<file path="config.mk">
export PLATFORM = sky130hd
export DESIGN_NAME = alu_issue_ctrl
export DESIGN_NICKNAME = d
export VERILOG_FILES = /design/src/rtl/alu_issue_ctrl.sv
export SDC_FILE = /design/constraint.sdc
export NUM_CORES = 1
export LEC_CHECK = 0
export ABC_AREA = 1
export CAP_MARGIN = 20
export CORE_UTILIZATION = 43
export DETAILED_ROUTE_END_ITERATION = 16
export GPL_TIMING_DRIVEN = 0
export PLACE_DENSITY_LB_ADDON = 0.1
export SLEW_MARGIN = 20
export SYNTH_ARGS = -nofsm -noshare
export SYNTH_HDL_FRONTEND = slang
export SYNTH_SLANG_ARGS = --single-unit
</file>
<file path="constraint.sdc">
create_clock -name clk_in -period 3.2 [get_ports clk_in]
set_input_delay 0.64 -clock clk_in [delete_from_list [all_inputs] [get_ports clk_in]]
set_output_delay 0.64 -clock clk_in [all_outputs]
set_load 0.1 [all_outputs]
</file>
<file path="src/rtl/alu_issue_ctrl.sv">
// Issue/decode controller for the 32-bit datapath ALU: accept, execute, respond.
// Optional I-type immediate decode is enabled by defining ALU_IMM_EN.
module alu_issue_ctrl #(
    parameter int unsigned BUS_WIDTH = 32
) (
    input  logic                 clk_in,
    input  logic                 reset_in,
    input  logic                 instr_valid_in,
    output logic                 instr_ready_out,
    input  logic [31:0]          instr_in,
    input  logic [BUS_WIDTH-1:0] rs_data_in,
    input  logic [BUS_WIDTH-1:0] rt_data_in,
    output logic [3:0]           alucontrol_out,
    output logic [BUS_WIDTH-1:0] s_out,
    output logic [BUS_WIDTH-1:0] t_out,
    output logic [4:0]           shamt_out,
    input  logic [BUS_WIDTH-1:0] alu_result_in,
    output logic                 result_valid_out,
    input  logic                 result_ready_in,
    output logic [BUS_WIDTH-1:0] result_out,
    output logic [4:0]           dest_out,
    output logic                 illegal_out
);

    typedef enum logic [1:0] {IDLE, EXEC, RESP} state_t;

    state_t               state_q, state_d;
    logic [3:0]           ctrl_q, ctrl_d;
    logic [BUS_WIDTH-1:0] s_q, s_d, t_q, t_d, result_q, result_d;
    logic [4:0]           shamt_q, shamt_d, dest_q, dest_d;
    logic                 illegal_q, illegal_d;

    logic [3:0]           dec_ctrl;
    logic [BUS_WIDTH-1:0] dec_s, dec_t;
    logic [4:0]           dec_shamt, dec_dest;
    logic                 dec_illegal;

    logic [5:0] opcode;
    logic [5:0] funct;
    assign opcode = instr_in[31:26];
    assign funct  = instr_in[5:0];

`ifndef ALU_IMM_EN
    logic instr_unused;
    assign instr_unused = ^instr_in[25:16];
`endif

    // Illegal instructions decode to all-zero operands so nothing leaks to the ALU.
    always_comb begin
        dec_ctrl    = '0;
        dec_s       = '0;
        dec_t       = '0;
        dec_shamt   = '0;
        dec_dest    = '0;
        dec_illegal = 1'b1;
        if (opcode == 6'b000000) begin
            dec_illegal = 1'b0;
            unique case (funct)
                6'b000000:           dec_ctrl = 4'b1000;
                6'b000010:           dec_ctrl = 4'b1001;
                6'b000100:           dec_ctrl = 4'b0100;
                6'b000110:           dec_ctrl = 4'b0101;
                6'b100000, 6'b100001: dec_ctrl = 4'b0010;
                6'b100010, 6'b100011: dec_ctrl = 4'b0110;
                6'b100100:           dec_ctrl = 4'b0000;
                6'b100101:           dec_ctrl = 4'b0001;
                6'b100110:           dec_ctrl = 4'b0011;
                default:             dec_illegal = 1'b1;
            endcase
            if (!dec_illegal) begin
                dec_s     = rs_data_in;
                dec_t     = rt_data_in;
                dec_dest  = instr_in[15:11];
                dec_shamt = instr_in[10:6];
            end
        end
`ifdef ALU_IMM_EN
        else begin
            dec_illegal = 1'b0;
            unique case (opcode)
                6'b001000, 6'b001001: begin
                    dec_ctrl = 4'b0010;
                    dec_t    = {{(BUS_WIDTH-16){instr_in[15]}}, instr_in[15:0]};
                end
                6'b001100: begin
                    dec_ctrl = 4'b0000;
                    dec_t    = {{(BUS_WIDTH-16){1'b0}}, instr_in[15:0]};
                end
                6'b001101: begin
                    dec_ctrl = 4'b0001;
                    dec_t    = {{(BUS_WIDTH-16){1'b0}}, instr_in[15:0]};
                end
                6'b001110: begin
                    dec_ctrl = 4'b0011;
                    dec_t    = {{(BUS_WIDTH-16){1'b0}}, instr_in[15:0]};
                end
                default: dec_illegal = 1'b1;
            endcase
            if (!dec_illegal) begin
                dec_s    = rs_data_in;
                dec_dest = instr_in[20:16];
            end
        end
`endif
    end

    always_comb begin
        state_d          = state_q;
        ctrl_d           = ctrl_q;
        s_d              = s_q;
        t_d              = t_q;
        shamt_d          = shamt_q;
        dest_d           = dest_q;
        illegal_d        = illegal_q;
        result_d         = result_q;
        instr_ready_out  = 1'b0;
        result_valid_out = 1'b0;
        unique case (state_q)
            IDLE: begin
                instr_ready_out = 1'b1;
                if (instr_valid_in) begin
                    state_d   = EXEC;
                    ctrl_d    = dec_ctrl;
                    s_d       = dec_s;
                    t_d       = dec_t;
                    shamt_d   = dec_shamt;
                    dest_d    = dec_dest;
                    illegal_d = dec_illegal;
                end
            end
            EXEC: begin
                state_d  = RESP;
                result_d = illegal_q ? '0 : alu_result_in;
            end
            RESP: begin
                result_valid_out = 1'b1;
                if (result_ready_in) state_d = IDLE;
            end
            default: state_d = IDLE;
        endcase
    end

    always_ff @(posedge clk_in) begin
        if (reset_in) begin
            state_q   <= IDLE;
            ctrl_q    <= '0;
            s_q       <= '0;
            t_q       <= '0;
            shamt_q   <= '0;
            dest_q    <= '0;
            illegal_q <= 1'b0;
            result_q  <= '0;
        end else begin
            state_q   <= state_d;
            ctrl_q    <= ctrl_d;
            s_q       <= s_d;
            t_q       <= t_d;
            shamt_q   <= shamt_d;
            dest_q    <= dest_d;
            illegal_q <= illegal_d;
            result_q  <= result_d;
        end
    end

    assign alucontrol_out = ctrl_q;
    assign s_out          = s_q;
    assign t_out          = t_q;
    assign shamt_out      = shamt_q;
    assign dest_out       = dest_q;
    assign illegal_out    = illegal_q;
    assign result_out     = result_q;

endmodule
</file>
==> metrics.txt, run 1 <==
status=complete, no violations; crit path kind=flip-flop to output port; DR pass1 iterations=4; Syn Std Cell Area=roughly 4700 µm²; number of global-route vias before repair=between 4000 and 5000; post-synth top area share=between 40 and 50%; type of destination of the critical path=output port; clock sink total=around 110; setup slack, reg-to-reg=~1700 ps; PostCTS Resize Cnt=0; Nets=~900; Detailed Route WL=14200 µm; initial core utilization=between 40 and 50%; worst slew pin tran=roughly 1000 ps; wire length per cell=15.1 µm; vias=around 4700; dominant cells by area after synthesis=dfxtp_1, nand3_2, nand2_1; CTS clk-pin slew, worst paths=60 ps; Slew Viols, Final=0; endpoints failing setup=0; Worst Setup SP=state_q[1]; I/O pin count=between 200 and 250; M3 GR Usage=8.69%; clock period minus final worst setup slack=around 2900 ps; crit path to=result_valid_out; CTS Buf Count=17; setup TNS=0 ps; postcts setup bufs=0; Yosys cell types=22; first-pass GRT wire length=~22000 µm; Peak VDD IR=0.000275 V; die area=about 11000 µm²; Achievable Freq=between 300 and 400 MHz; htree depth=4; # hold bufs at CTS=0; Synth Register Bits=113; Placed Cells incl. Taps=905; Hold WC Path Type=flip-flop to flip-flop; Final Util=74.9%; Net Sw Frac=24.3%; clock share of power=between 50% and 60%; largest net degree at the start of global routing=17; setup ws final=a little over 300 ps; initial antenna violation count=0; Seq/Total Area, Yosys=about 48%; Internal=3.03 mW; FF-to-FF path depth=6; Worst Path Arrival=roughly 2300 ps; total gr overflow=0; Rel. slew slack=30.7%; total number of yosys warnings=0; root buffer cell=clkbuf_8; die height=approximately 110 µm; clock tree from TritonCTS=yes; Layout area overhead=66.3%; placer congestion estimate=about 0.77; Synth Instances=about 540; Lkg Pwr=about 2.6 nW; Finished Layout Cells=937; Power Total=between 4 and 5 mW; Antenna Diode Count=0; syn_nets=about 670; number of remaining DRC errors=0; DIE WIDTH=between 100 and 150 µm; final hold viol count=0; CP max FO=2; PwrDens=509 nW/µm²; Reg power frac=between 30% and 40%; share of cells above drive strength 1=~19%; RSZ-0062 raised after global routing=false; GR Util met1=28.9%; CP Data Required Time=between 2000 and 3000 ps; most common cell after layout, fill and taps aside=clkdlybuf4s50_1; Max Root-Sink Buffers=2; Clk Latency, worst-skew pair=520 ps; NetSw=roughly 1 mW; met2 Usage GRT=between 40 and 50%; most frequent cells in the layout=clkdlybuf4s50_1, nand2_1, dfxtp_1; Detail Placement HPWL=~11000 µm; maxcap violations=0; CP Launch Type=flip-flop; Rows=37; routed vias/inst=5.05; antenna-violating nets left=0; FF-to-FF End=t_out[6]; cell taking the most area after synthesis=dfxtp_1; Combinational Power Share=~14%; synthesized area per cell=between 8 and 9 µm²; Total GRT Usage=25.1%; busiest grt layer=met2; core area=around 11000 µm²; Initial DRC Count=roughly 320; clk_skew=just over 9 ps; Place WS=~850 ps; reg2reg start=state_q[1]; I/O Buffers=roughly 230; period utilization=between 90% and 100%
## layer usage
metal,vias to the layer above,share of wire (%)
met5,-,0
met4,0,2.1
met3,32,7.8
met2,195,49
met1,2184,42
li1,2317,-
## worst min-delay path by stage
| stage | start | end | slack [ps] | cells after the start |
|---|---|---|---|---|
| 2_1_floorplan | state_q[1] | result_out[0] | 670 | 4 |
| 3_3_place_gp | s_out[4] | s_out[4] | 450 | 2 |
| 3_5_place_dp | result_out[31] | result_out[31] | 460 | 2 |
| 4_1_cts | reset_in | illegal_out | 450 | 3 |
| 5_1_grt | reset_in | illegal_out | 470 | 3 |
| 6_report | result_out[31] | result_out[31] | 460 | 2 |
## logic make-up (layout without fill, tap and decap cells)
| logic type | after synthesis | after routing | share of synthesized area [%] |
|---|---|---|---|
| flip-flops | 113 | 113 | 47.8 |
| buffers and inverters | 57 | 322 | 7.30 |
| AO/OA/AOI/OAI | 116 | 116 | 16.3 |
| AND/OR/NAND/NOR | 250 | 250 | 28.6 |
## power by group through the flow
stage	Clock [mW]	Combinational, mW	Sequential, mW
after floorplan	0	0.172	1.60
after global placement	0	0.544	1.47
after detailed placement	0	0.552	1.47
after CTS	2.03	0.554	1.44
after global routing	2.12	0.582	1.44
final	2.01	0.552	1.44
## cell usage after synthesis (all sizes together)
cell    instances
a21boi          1
a21oi         112
buf            26
clkbuf         20
dfxtp         113
inv            11
nand2         123
nand3         111
nand4           2
nor2           14
o211ai          1
o21ai           2
## metrics by stage
stage | hold WS (ps) | instance area, µm²
after floorplan | 671 | 4730
after detailed placement | 457 | 7230
after global routing | 469 | 7870
after global placement | 452 | 7230
after CTS | 454 | 7870
final | 462 | 7870
## sequential cells by signal, indices dropped and copies added, names as in the netlist
register and count:
alucontrol_out 4, state_q 2, result_out 32, t_out 32
illegal_out 1, shamt_out 5, dest_out 5, s_out 32
## cell type report
| class | instances | area [µm²] |
|---|---|---|
| Buffer | 46 | 304 |
| Tap cell | 136 | 170 |
| Sequential cell | 113 | 2260 |
| Fill cell | 790 | 2640 |
| Clock inverter | 9 | 179 |
| Multi-Input combinational cell | 366 | 2120 |
| Timing Repair Buffer | 233 | 2330 |
| Clock buffer | 23 | 457 |
| Inverter | 11 | 41.3 |
## worst max-delay path: stages (launching register included)
cell             delay [ps]
dfxtp_1                 370
inv_1                    70
nor2_1                  130
clkdlybuf4s50_1        1170
(Power assumes the default switching activity.)
==> run 2, diff against run 1 <==
--- a/config.mk
+++ b/config.mk
@@ -11,6 +11,7 @@
 export DETAILED_ROUTE_END_ITERATION = 16
 export GPL_TIMING_DRIVEN = 0
 export PLACE_DENSITY_LB_ADDON = 0.1
+export SETUP_SLACK_MARGIN = 0.05
 export SLEW_MARGIN = 20
 export SYNTH_ARGS = -nofsm -noshare
 export SYNTH_HDL_FRONTEND = slang
==> results of run 2 <==
Same layout as run 1: the final DEF is identical, and so are final timing and power.
